## src/rtl/seq_delay_checker_sat_counter.sv

```systemverilog
// rtl/seq_delay_checker_sat_counter.sv - saturating event counter with synchronous clear
module sat_counter #(
    parameter int W = 16
) (
    input  logic         clk,
    input  logic         rst,
    input  logic         clr,
    input  logic         inc,
    output logic [W-1:0] cnt
);

    // Clear beats increment so the edge that clears is never counted.
    always_ff @(posedge clk) begin
        if (rst || clr) begin
            cnt <= '0;
        end else if (inc && (cnt != {W{1'b1}})) begin
            cnt <= cnt + 1'b1;
        end
    end

endmodule

```

## config.mk

```make
export PLATFORM = sky130hd
export DESIGN_NAME = sat_counter
export DESIGN_NICKNAME = d
export VERILOG_FILES = /design/src/rtl/seq_delay_checker_sat_counter.sv
export SDC_FILE = /design/constraint.sdc
export NUM_CORES = 1
export LEC_CHECK = 0
export CAP_MARGIN = 20
export CORE_UTILIZATION = 59
export DETAILED_ROUTE_END_ITERATION = 8
export DONT_BUFFER_PORTS = 1
export PLACE_DENSITY = 0.76
export SYNTH_ARGS = -nofsm -noshare
export SYNTH_HDL_FRONTEND = slang
export SYNTH_SLANG_ARGS = --single-unit
```

## constraint.sdc

```tcl
create_clock -name clk -period 1.75 [get_ports clk]
set_input_delay 0.175 -clock clk [delete_from_list [all_inputs] [get_ports clk]]
set_output_delay 0.175 -clock clk [all_outputs]
set_load 0.05 [all_outputs]
```

Yosys cells after proc, flatten, opt, wreduce, memory -nomap -nowiden
Index checks and enable logic that the tools add are counted.
Word-level totals
  logic and storage cells: 5
  bits in registers: 16
  output and inout port bits: 16
Operators by class
  equality and inequality tests: 1
  reductions and logical operators: 2
  add/sub/neg operators: 1
Operators with widths (count)
  adder 16 x 1 -> 16 bit, second input constant: 1
  != test 16 bit, second input constant: 1
  logical AND 1 bit: 1
  logical OR 1 bit: 1

Longest topological paths before layout
Gate-level depths: netlist of the first run.
  depth after elaboration: 2
  gate-level depth with buffers: 5
  gate-level depth less buffers: 5

Worst setup path after synthesis of the first run
OpenSTA, ideal clock, no wires.
  kind: register to register
  start: reg cnt[0]
  end: reg cnt[5]
  arrival time: 1901 ps
  library setup time: 116 ps
  stages on the path, launching flop included: 5
  data required time: 1634 ps
  setup slack: -267 ps
  period minus slack after synthesis: 2017 ps
  buffers on the path: 0
  path through: dfxtp_1 -> ha_1 -> nand3_1 -> or4_4 -> a41o_1
Between the ends
  word-level cells in the longest chain between the ends: 2
  elaborated cells between the ends (all ways): 3
  classes of those cells: 1 x add/sub; 1 x eq/ne; 1 x reduce/logical
RTL lines
  start, declared: line 9  | output logic [W-1:0] cnt
  start signal, assigned: line 17  | cnt <= cnt + 1'b1;
  parallel branches: the longest is 2 deep, another holds adder 16 x 1 -> 16 bit
Parallel ways; which one is timed is not known.
A chain may end at the register's enable or synchronous reset.

Final worst setup path of the first run
  start: reg cnt[0]
  end: reg cnt[15]
Same word-level chain as after synthesis.

==> flow_metrics.tcl, run 1 <==
set metrics [dict create \
    drv_cap 0 \
    antenna_found_initial 0 \
    num_rows 13 \
    tritoncts "done" \
    power.density_mw_per_mm2 598.1 \
    grt_busiest_layer "met2" \
    diodes 0 \
    holdCritPathClass "in2reg" \
    routedWlPerCell_um 15.05 \
    reg2reg_to "cnt[15]$_SDFFE_PP0P_" \
    grt_util_met2 0.4355 \
    layout.nets 120 \
    ys_warn_count 0 \
    portBuffers 0 \
    setup_viol 0 \
    place.gp.congestion 0.7997 \
    cp_max_fo 8 \
    startpoint "cnt[0]$_SDFFE_PP0P_" \
    worstMarginPinSlew_ps 396.2 \
    p_leak_uw 0.0004375 \
    finalCriticalPeriod_ps 1688 \
    synth_top_area_cell "dfxtp_1" \
    worstReg2RegStart "cnt[0]$_SDFFE_PP0P_" \
    syn_to_final_growth_pct 26.00 \
    drt-initial-drc-count 19 \
    post-route-period-util 0.9648 \
    regToRegSetupSlack_ps 60 \
    slew_violations 0 \
    vdd_drop_max_v 0.0004980 \
    rsz0062_at_grt "false" \
    arrival_ps 1910 \
    die_area_mm2 0.001591 \
    firstDrtPassIters 4 \
    pin_count 20 \
    largest_reg_flops 16 \
    path_clk_slew_ps 100 \
    core_area_mm2 0.001318 \
    place_ws_ps 54.36 \
    start_util 0.6429 \
    startpoint_type "register" \
    regMostFlops "cnt" \
    syn_avg_cell_area_um2 8.916 \
    cts_sinks 16 \
    via_per_inst 6.419 \
    dp_hpwl_um 1397 \
    die_w_um 39.89 \
    track_usage 0.2678 \
    post_route_cells_drive_above_1_share 0.4035 \
    seq_area_frac_synth 0.3781 \
    wl_um 1942 \
    grt_overflow 0 \
    use_met1 0.2949 \
    r2r_cells 5 \
    ys_ff_latch 16 \
    tns_ps 0 \
    syn_inst 95 \
    drcViolationCount 0 \
    worstSkewPairLatency_ps 280 \
    grt_pass1_wl_um 2856 \
    grt_start_max_net_pins 16 \
    largestRegisters "cnt x16" \
    path_class "reg2reg" \
    antenna_left 0 \
    vias 828 \
    syn-cell-area_um2 847.1 \
    ys_top_cells_by_area "dfxtp_1 (38%), a21oi_1 (5.3%), a41o_1 (4.7%)" \
    cts_setup_buffers 0 \
    die_height_um 39.89 \
    synth_fp_nets 100 \
    clockBufferDepth 2 \
    cp-endpoint "cnt[15]$_SDFFE_PP0P_" \
    holdBufCountCts 0 \
    max-slew-margin-rel 0.7343 \
    setup_slack_ps 61.54 \
    ys_types 30 \
    fin_skew_ps 3.345 \
    grt_pass1_vias 691 \
    worstPathRequired_ps 1970 \
    holdWs_ps 44.02 \
    htreeDepth 1 \
    hold_viol 0 \
    cts_buffers 3 \
    worstSetupEndpointType "register" \
    use_met3 0.09659 \
    cts_resized 0 \
    root_buffer "clkbuf_4" \
    yosys.area.top_type_share 0.3781 \
    fmax_mhz 592.3 \
    status "complete, no violations" \
    fin_util 0.8101 \
]
==> placed cells by master, fill, tap and decap left out, types with 2 or more instances in the layout <==
master / instances
nor2_1: 7
a41o_1: 4
nand2_1: 6
nand3_1: 4
and2_1: 2
and4_1: 3
dfxtp_2: 13
or3_1: 5
a21oi_1: 9
buf_4: 18
clkbuf_4: 3
nand4_1: 5
o31ai_1: 3
or4_1: 3
a31oi_1: 3
xor2_1: 2
o21ai_0: 5
dfxtp_4: 2
==> power breakdown <==
group | total, uW | switching, uW | internal (uW)
combinational | 26.8 | 18.5 | 8.25
clock | 247 | 121 | 127
sequential | 364 | 1.14 | 363
==> worst min-delay path by stage <==
stage / from / end / slack, ps / depth (start not counted)
after detailed placement: inc / cnt[1]$_SDFFE_PP0P_ / 350 / 2
final: inc / cnt[1]$_SDFFE_PP0P_ / 40 / 2
after floorplan: inc / cnt[1]$_SDFFE_PP0P_ / 320 / 2
after global routing: inc / cnt[1]$_SDFFE_PP0P_ / 50 / 2
after CTS: inc / cnt[1]$_SDFFE_PP0P_ / 40 / 2
after global placement: inc / cnt[1]$_SDFFE_PP0P_ / 340 / 2
==> worst max-delay path: stages, from the launching register on <==
cell and delay [ps]:
dfxtp_4 360, buf_4 210, and4_4 260, nand4_4 140, or4_1 500, a21oi_1 160
==> stage by stage <==
step | total power, uW | instance area [um2] | std cells
6_report | 638.4 | 1067 | 129
2_1_floorplan | 393.2 | 870.8 | 95
3_5_place_dp | 398.5 | 1012 | 125
4_1_cts | 639.4 | 1049 | 129
5_1_grt | 655.2 | 1067 | 129
3_3_place_gp | 397.7 | 1012 | 125
==> per-layer routing <==
layer	vias up	routed length, um
li1	416	-
met1	380	894
met2	24	894
met3	8	104
met4	0	49
met5	-	0
==> synth_stat cells <==
library cell / instances
or4_1: 3
nand4_2: 1
a41o_1: 4
o211a_1: 1
nand2_1: 6
o21ai_0: 5
or2_2: 1
xnor2_1: 1
ha_1: 1
or3_1: 5
nor2_1: 7
dfxtp_1: 16
and4_1: 4
nand4_1: 5
nand3_1: 5
o31ai_1: 3
nand4_4: 1
xor2_1: 2
or4_4: 1
and3_4: 1
a21oi_1: 9
a211oi_1: 1
and2_1: 2
nor4_2: 1
inv_1: 1
a31oi_1: 3
nor3_1: 1
o41ai_2: 1
clkbuf_2: 1
clkbuf_1: 2
==> cells by family after synthesis <==
kind of cell | after synthesis | share of synthesized area
XOR/XNOR | 3 | 0.03102
adder cells (fa/ha/maj) | 1 | 0.01477
flip-flops | 16 | 0.3781
buffers and inverters | 4 | 0.01920
AND/OR/NAND/NOR | 44 | 0.3382
AO/OA/AOI/OAI | 27 | 0.2186
==> layout make-up <==
| class | instances | area, um2 |
|---|---|---|
| clock buffer | 4 | 36.28 |
| fill | 90 | 250.2 |
| inverter | 1 | 3.754 |
| multi-input combinational | 75 | 529.3 |
| sequential | 16 | 344.1 |
| tap | 15 | 18.77 |
| timing repair buffer | 18 | 135.1 |
(Power assumes the default switching activity.)
==> run 2: changes to the inputs <==
- GPL_TIMING_DRIVEN: unset -> 0
==> flow_metrics.tcl, run 2 (synthesized netlist as in run 1, its figures left out) <==
set metrics [dict create \
    post-route-period-util 0.9822 \
    whs_path_depth 2 \
    cp_max_fo 7 \
    firstDrtPassIters 4 \
    dp_hpwl_um 1274 \
    grt_pass1_vias 680 \
    place.gp.congestion 0.7598 \
    die_w_um 39.89 \
    r2r_cells 7 \
    arrival_ps 1870 \
    worstSkewPairLatency_ps 270 \
    cts_sinks 16 \
    fill_cells 83 \
    holdWs_ps 46.94 \
    routedWlPerCell_um 16.73 \
    rsz0062_at_grt "true" \
    wl_met1_um 835 \
    regMostFlops "cnt" \
    antenna_found_initial 0 \
    layout_commonest_cell "dfxtp_4" \
    power.density_mw_per_mm2 534.3 \
    cts_buffers 3 \
    worstPathRequired_ps 1900 \
    path_clk_slew_ps 90 \
    diodes 0 \
    drcViolationCount 0 \
    wl_met3_um 115 \
    p_leak_uw 0.0003919 \
    portBuffers 0 \
    cp_slowest_cell "dfxtp_4" \
    die_area_mm2 0.001591 \
    drv_cap 0 \
    grt_start_max_net_pins 11 \
    path_cells "buf_8 > nand4_1 > buf_6 > o41ai_4 > buf_4 > or3_1 > a21oi_1" \
    stdcell_area_mm2 0.001065 \
    fmax_mhz 581.8 \
    setup_viol 0 \
    status "complete, no violations" \
    wl_met2_um 995 \
    worstSetupEndpointType "register" \
    layout.nets 111 \
    drt-initial-drc-count 19 \
    track_usage 0.2709 \
    syn_to_final_growth_pct 25.70 \
    via_per_inst 6.825 \
    holdCritPathClass "in2reg" \
    startpoint_type "register" \
    cp-endpoint "cnt[2]$_SDFFE_PP0P_" \
    tritoncts "done" \
    top_layer_used "met4" \
    max-slew-margin-rel 0.6812 \
    path_class "reg2reg" \
    reg2reg_to "cnt[2]$_SDFFE_PP0P_" \
    holdBufCountCts 0 \
    antenna_left 0 \
    wl_um 2007 \
    grt_overflow 0 \
    final_cell_mix "dfxtp_4 (16), a21oi_1 (9), nor2_1 (7)" \
    worstMarginPinSlew_ps 478.2 \
    core_area_mm2 0.001318 \
    fin_util 0.8082 \
    slew_violations 0 \
    place_area_um2 889.6 \
    vias 819 \
    vdd_drop_max_v 0.0005090 \
    cp_slowest_stage_delay_ps 460 \
    clockBufferDepth 2 \
    finalCriticalPeriod_ps 1719 \
    startpoint "cnt[9]$_SDFFE_PP0P_" \
    fin_skew_ps 1.177 \
    largestRegisters "cnt x16" \
    start_util 0.6429 \
    num_rows 13 \
    post_route_cells_drive_above_1_share 0.3429 \
    pin_count 20 \
    htreeDepth 1 \
    hold_viol 0 \
    regToRegSetupSlack_ps 30 \
    grt_pass1_wl_um 2863 \
    die_height_um 39.89 \
    power_uw 568.9 \
    root_buffer "clkbuf_4" \
    largest_reg_flops 16 \
    worstReg2RegStart "cnt[9]$_SDFFE_PP0P_" \
]
==> run 2: power breakdown <==
part | switching, uW | total (uW) | internal (uW) | leakage [uW]
combinational | 12.7 | 21.5 | 8.83 | 0.000235
clock | 109 | 197 | 88.2 | 0.0000150
sequential | 8.84 | 351 | 342 | 0.000142
total | 130 | 569 | 439 | 0.000392
==> run 2: routing by layer <==
layer | track usage | vias to the layer above
li1 | - | 392
met1 | 0.3287 | 384
met2 | 0.4274 | 35
met3 | 0.1023 | 8
met4 | 0.09483 | 0
met5 | 0 | -
==> run 2: final cells by class <==
cell class / count / area [um2] / share of cell area
buffer: 3 / 22.52 / 0.02115
clock buffer: 4 / 26.28 / 0.02468
inverter: 1 / 3.754 / 0.003525
multi-input combinational: 75 / 560.5 / 0.5264
sequential: 16 / 380.4 / 0.3572
tap: 15 / 18.77 / 0.01763
timing repair buffer: 6 / 52.55 / 0.04935
==> run 2: repair_timing <==
item / CTS / global route
pin swaps: 3 / 6
gates resized for setup: 19 / 10
endpoints found under the setup margin: 11 / 13
setup buffers: 3 / 3
hold endpoints to repair: 0 / 0
==> run 2: worst min-delay path by stage <==
stage                                     end  startpoint  slack, ps
final                     cnt[1]$_SDFFE_PP0P_         inc         50
after global routing      cnt[1]$_SDFFE_PP0P_         inc         60
after detailed placement  cnt[1]$_SDFFE_PP0P_         inc        340
after global placement    cnt[1]$_SDFFE_PP0P_         inc        330
after floorplan           cnt[1]$_SDFFE_PP0P_         inc        320
after CTS                 cnt[1]$_SDFFE_PP0P_         inc         40
==> run 2: critical path, delay by kind of cell, from the launching register on <==
family	cells	cell delay (ps)
compound gates	2	390
buf+inv	3	500
flops	1	460
simple gates	2	240
==> run 2: metrics by stage <==
stage | std cells | setup WS [ps] | TNS (ps)
final | 120 | 31.19 | 0
after floorplan | 95 | 0.5094 | 0
after global placement | 110 | -195.7 | -1418
after global routing | 120 | -38.37 | -87.30
after detailed placement | 110 | -179.7 | -1582
after CTS | 117 | 3.279 | 0
